## config.mk

```make
export PLATFORM = sky130hd
export DESIGN_NAME = uart_rx
export DESIGN_NICKNAME = d
export VERILOG_FILES = /design/src/rtl/uart_rx.sv
export SDC_FILE = /design/constraint.sdc
export NUM_CORES = 1
export LEC_CHECK = 0
export ABC_CLOCK_PERIOD_IN_PS = 2700
export BUFFER_PORTS_ARGS = -buffer_cell sky130_fd_sc_hd__buf_2
export CAP_MARGIN = 15
export CORE_AREA = 2 2 62 50
export DETAILED_ROUTE_END_ITERATION = 6
export DIE_AREA = 0 0 64 52
export PLACE_DENSITY = 0.75
export REMOVE_ABC_BUFFERS = 1
export SETUP_SLACK_MARGIN = 0.3
export SLEW_MARGIN = 20
export SYNTH_ARGS = -nofsm -noshare
export SYNTH_HDL_FRONTEND = slang
export SYNTH_SLANG_ARGS = --single-unit
```

## constraint.sdc

```tcl
create_clock -name clk -period 2.7 [get_ports clk]
set_clock_uncertainty 0.2 [all_clocks]
set_input_delay 0.135 -clock clk [delete_from_list [all_inputs] [get_ports clk]]
set_output_delay 0.135 -clock clk [all_outputs]
set_load 0.02 [all_outputs]
```

## src/rtl/uart_rx.sv

```systemverilog
// UART receive stage: oversampled 8N1 (or 8E1 with UART_RX_PARITY_EN) frame reconstruction.
// UART_RX_PARITY_EN defined adds an even-parity bit between the data bits and the stop bit.
module uart_rx #(
    parameter int unsigned OS_RATE   = 8,
    parameter int unsigned DATA_BITS = 8
) (
    input  logic                 clk,
    input  logic                 rst_n,
    input  logic                 sample_clk,
    input  logic                 rx,
    output logic [DATA_BITS-1:0] rx_data,
    output logic                 rx_valid,
    output logic                 frame_err,
    output logic                 parity_err,
    output logic                 busy
);

    localparam int unsigned TICK_W = (OS_RATE > 2) ? $clog2(OS_RATE) : 1;
    localparam int unsigned BIT_W  = $clog2(DATA_BITS + 1);
    localparam logic [TICK_W-1:0] TICK_MID  = TICK_W'(OS_RATE / 2 - 1);
    localparam logic [TICK_W-1:0] TICK_LAST = TICK_W'(OS_RATE - 1);
    localparam logic [BIT_W-1:0]  BIT_LAST  = BIT_W'(DATA_BITS - 1);

    typedef enum logic [2:0] {
        S_IDLE   = 3'd0,
        S_START  = 3'd1,
        S_DATA   = 3'd2,
`ifdef UART_RX_PARITY_EN
        S_PARITY = 3'd3,
`endif
        S_STOP   = 3'd4,
        S_BREAK  = 3'd5
    } state_t;

    logic                 rx_meta, rx_s;
    state_t               state, state_n;
    logic [TICK_W-1:0]    tick_cnt, tick_n;
    logic [BIT_W-1:0]     bit_cnt, bit_n;
    logic [DATA_BITS-1:0] shift, shift_n;
    logic [DATA_BITS-1:0] data_n;
    logic                 valid_n, ferr_n;
`ifdef UART_RX_PARITY_EN
    logic                 par_bad, par_bad_n;
    logic                 perr_n;
`endif

    // Two-flop synchronizer; idles high so reset never looks like a start bit.
    always_ff @(posedge clk or negedge rst_n) begin
        if (!rst_n) begin
            rx_meta <= 1'b1;
            rx_s    <= 1'b1;
        end else begin
            rx_meta <= rx;
            rx_s    <= rx_meta;
        end
    end

    always_ff @(posedge clk or negedge rst_n) begin
        if (!rst_n) begin
            state     <= S_IDLE;
            tick_cnt  <= '0;
            bit_cnt   <= '0;
            shift     <= '0;
            rx_data   <= '0;
            rx_valid  <= 1'b0;
            frame_err <= 1'b0;
            busy      <= 1'b0;
        end else begin
            state     <= state_n;
            tick_cnt  <= tick_n;
            bit_cnt   <= bit_n;
            shift     <= shift_n;
            rx_data   <= data_n;
            rx_valid  <= valid_n;
            frame_err <= ferr_n;
            busy      <= (state_n != S_IDLE);
        end
    end

`ifdef UART_RX_PARITY_EN
    always_ff @(posedge clk or negedge rst_n) begin
        if (!rst_n) begin
            par_bad    <= 1'b0;
            parity_err <= 1'b0;
        end else begin
            par_bad    <= par_bad_n;
            parity_err <= perr_n;
        end
    end
`else
    assign parity_err = 1'b0;
`endif

    // Next-state: every decision is gated by a sample tick and consumes it.
    always_comb begin
        state_n = state;
        tick_n  = tick_cnt;
        bit_n   = bit_cnt;
        shift_n = shift;
        data_n  = rx_data;
        valid_n = 1'b0;
        ferr_n  = 1'b0;
`ifdef UART_RX_PARITY_EN
        par_bad_n = par_bad;
        perr_n    = 1'b0;
`endif
        if (sample_clk) begin
            case (state)
                S_IDLE: begin
                    if (!rx_s) begin
                        state_n = S_START;
                        tick_n  = '0;
                    end
                end
                S_START: begin
                    if (tick_cnt == TICK_MID) begin
                        tick_n  = '0;
                        bit_n   = '0;
                        state_n = rx_s ? S_IDLE : S_DATA;
                    end else begin
                        tick_n = tick_cnt + TICK_W'(1);
                    end
                end
                S_DATA: begin
                    if (tick_cnt == TICK_LAST) begin
                        tick_n  = '0;
                        shift_n = {rx_s, shift[DATA_BITS-1:1]};
                        bit_n   = bit_cnt + BIT_W'(1);
                        if (bit_cnt == BIT_LAST) begin
`ifdef UART_RX_PARITY_EN
                            state_n = S_PARITY;
`else
                            state_n = S_STOP;
`endif
                        end
                    end else begin
                        tick_n = tick_cnt + TICK_W'(1);
                    end
                end
`ifdef UART_RX_PARITY_EN
                S_PARITY: begin
                    if (tick_cnt == TICK_LAST) begin
                        tick_n    = '0;
                        par_bad_n = (^shift) ^ rx_s;
                        state_n   = S_STOP;
                    end else begin
                        tick_n = tick_cnt + TICK_W'(1);
                    end
                end
`endif
                S_STOP: begin
                    if (tick_cnt == TICK_LAST) begin
                        tick_n = '0;
                        if (rx_s) begin
                            data_n  = shift;
                            valid_n = 1'b1;
`ifdef UART_RX_PARITY_EN
                            perr_n  = par_bad;
`endif
                            state_n = S_IDLE;
                        end else begin
                            ferr_n  = 1'b1;
                            state_n = S_BREAK;
                        end
                    end else begin
                        tick_n = tick_cnt + TICK_W'(1);
                    end
                end
                // Wait for the line to recover so a held-low line is not a new start.
                S_BREAK: begin
                    if (rx_s) begin
                        state_n = S_IDLE;
                    end
                end
                default: begin
                    state_n = S_IDLE;
                end
            endcase
        end
    end

endmodule

```

==> results.md <==
- Core area: about 2700 um2
- PwrDens: around 640 nW/um2
- Initial Util: 0.541
- Port bufs: 14
- Peak VDD IR: roughly 370 uV
- WHS: 0.162 ns
- Layout area overhead: 11.6%
- PnR worst setup slack: 0.468 ns
- Core Util, Final: 0.604
- Num Clock Sinks: 31
- Period utilization: 0.827
- Crit end category: flip-flop
- CP max stage delay: 0.49 ns
- Crit start category: flip-flop
- Grt ovf: 0
- Commonest non-fill, non-tap cell in the layout: dfrtp_1
- Post-Syn Instances: 122
- WS Path Type: reg -> reg
- Max_cap viols: 0
- Layout cell share with drive strength beyond 1: 0.326
- Final ANT Viol Nets: 0
- DRT Wirelength: 2570 um
- Synth top area cells: dfrtp_1, mux2_2, ha_1
- Most frequent cells in the layout: dfrtp_1, mux2_2, buf_2, nand2_1, o21ai_0
- Worst r2r src: tick_cnt[0]
- Largest net degree at the start of global routing: 32
- Initial antenna violation count: 0
- Fill cells: between 200 and 250
- Min Tclk post-route: around 2.2 ns
- Hold Path End: rx_s
- Inst Count DP: roughly 170
- Worst Setup SP: tick_cnt[0]
- Die X: ~64 um
- Lkg Pwr: a little over 0.8 nW
- DR iter-0 viols: 43
- Crit Path Max Fanout: 8
- Final instance area: about 1700 um2
- Diode count: 0
- Slowest cell on the critical path: or4_1
- Final slew viol count: 0
- Non-filler cells in the finished layout: 179
- Die Ht: 52 um
- Worst hold start: rx_meta
- Crit path DAT: around 2.3 ns
- First-pass GRT wire length: between 4000 and 5000 um
- IO Count: 16
- Clk root buf: clkbuf_4
- Worst-path cell chain: ha_1, ha_1, nand3b_1, a211o_1, or4_1, nand3_1
- Clock Path Buffers: 2
- Reg2Reg Depth: 6
- Number of vias per cell: roughly 5.4
- Post-DP HPWL: 1840 um
- Clock transition at path regs: around 0.09 ns
- F_max: approximately 450 MHz
- Placed Area: ~1600 um2
- Endpoints failing setup: 0
- Top cell type's share of synthesized area: 0.489
- Clock Latency Late Sink: about 0.32 ns
- Commonest register cell after synthesis: dfrtp_1
- Final Hold Vio Count: 0
- Vias in the first global route: ~940
- Setup repair after global routing missed its margin: no
- R2R Setup Slk: approximately 0.47 ns
- Synth warn: 0
- Dpl ws: around 0.41 ns
- WHS Path Cells: 0
- CP Data Required Time: ~2.8 ns
- CP bufs+invs: 0
- Mean post-synth cell area: 12.2 um2
- DRC: 0
- GP Congestion: around 0.83
- Slew headroom: 0.558
- H-tree lvl count: 2
- WL per Instance: about 14 um
- CP dominant cell by count: ha_1
- Fin Setup TNS: 0 ns
- TritonCTS clock tree: done
- Total Power: approximately 1.1 mW
- Row cnt: 17
- Tightest Pin Transition: 0.663 ns
- CTS buffer count: 5
- Status: complete, no violations
- Largest area contributor in the netlist: dfrtp_1
- R2R Path End: bit_cnt[3]
- Ys async rst share: 1.00
- First-pass iteration count of the detailed router: 6
- Final net count: about 150
- Setup bufs post-CTS: 0
- Crit-path leading delay family: simple AND/OR/NAND/NOR gates
- Seq/Total Area, Yosys: 0.524
- Die area: 3330 um2
- Cell Area, Synth: around 1500 um2
- Synth unique cells: 39
- Worst Hold Class: reg -> reg
- Gr usage total: 0.185
- EDFF count, synth: 0
- Via count: roughly 970
- #FFs+latches synth: 31
[metal layers]
metal	up-vias	wire [um]	GRT usage
met1	473	1200	0.226
met5	-	0	0
met2	17	1270	0.281
met4	0	0	0.0725
met3	0	104	0.0909
li1	477	-	-
[synthesized netlist by cell type (2+ instances only)]
cell type / number
ha_1: 6
inv_1: 4
dfrtp_1: 29
o21ai_0: 9
nand3_1: 3
nand2_1: 10
nand3b_1: 2
a21o_1: 2
buf_2: 2
mux2_2: 16
o22a_1: 2
a2bb2oi_1: 2
nor3b_1: 3
dfstp_2: 2
a21oi_1: 3
nand2b_1: 2
nor4_1: 2
buf_4: 2
[report_power, final]
part           total, mW  internal [mW]  switching, mW
Sequential         0.577          0.525         0.0514
Combinational      0.207          0.105          0.102
Clock              0.269          0.120          0.149
Total               1.05          0.751          0.302
[flip-flops by register name, summed over array words and instances, names as in the netlist]
signal,flops
frame_err,1
busy,1
rx_data,8
shift,8
rx_s,1
state,3
tick_cnt,3
bit_cnt,4
rx_valid,1
rx_meta,1
[kinds of logic (layout without fill, tap and decap cells)]
kind of cell    count (synthesis)  after routing  share of synthesized area
buf+inv                         9             28                     0.0346
flops                          31             31                      0.524
mux                            16             16                      0.121
fa+ha+maj                       6              6                     0.0506
simple gates                   37             37                      0.169
compound gates                 22             22                     0.0978
other cells                     1              1                    0.00253
[how the worst max path moves through the flow]
stage | endpoint | slack (ns) | depth (start not counted)
global placement | shift[1] | 0.49 | 3
detailed placement | shift[3] | 0.41 | 3
floorplan | shift[0] | 0.69 | 3
CTS | shift[3] | 0.40 | 3
global route | rx_data[6] | 0.32 | 5
finish | bit_cnt[3] | 0.47 | 6
[what timing repair did]
item / 4_1_cts / 5_1_grt
setup endpoints to repair: 0 / 8
resized for setup: 0 / 1
hold buffers: 3 / 0
endpoints found under the hold margin: 32 / 0
[final cells by class]
type	count	area (um2)	area share
Clock buffer	6	51.3	0.0310
Clock inverter	1	5.00	0.00302
Inverter	4	15.0	0.00906
Multi-Input combinational cell	82	659	0.398
Sequential cell	31	778	0.470
Tap cell	38	47.5	0.0287
Timing Repair Buffer	17	100	0.0604
Note: power is estimated with default switching activity, not from simulation.
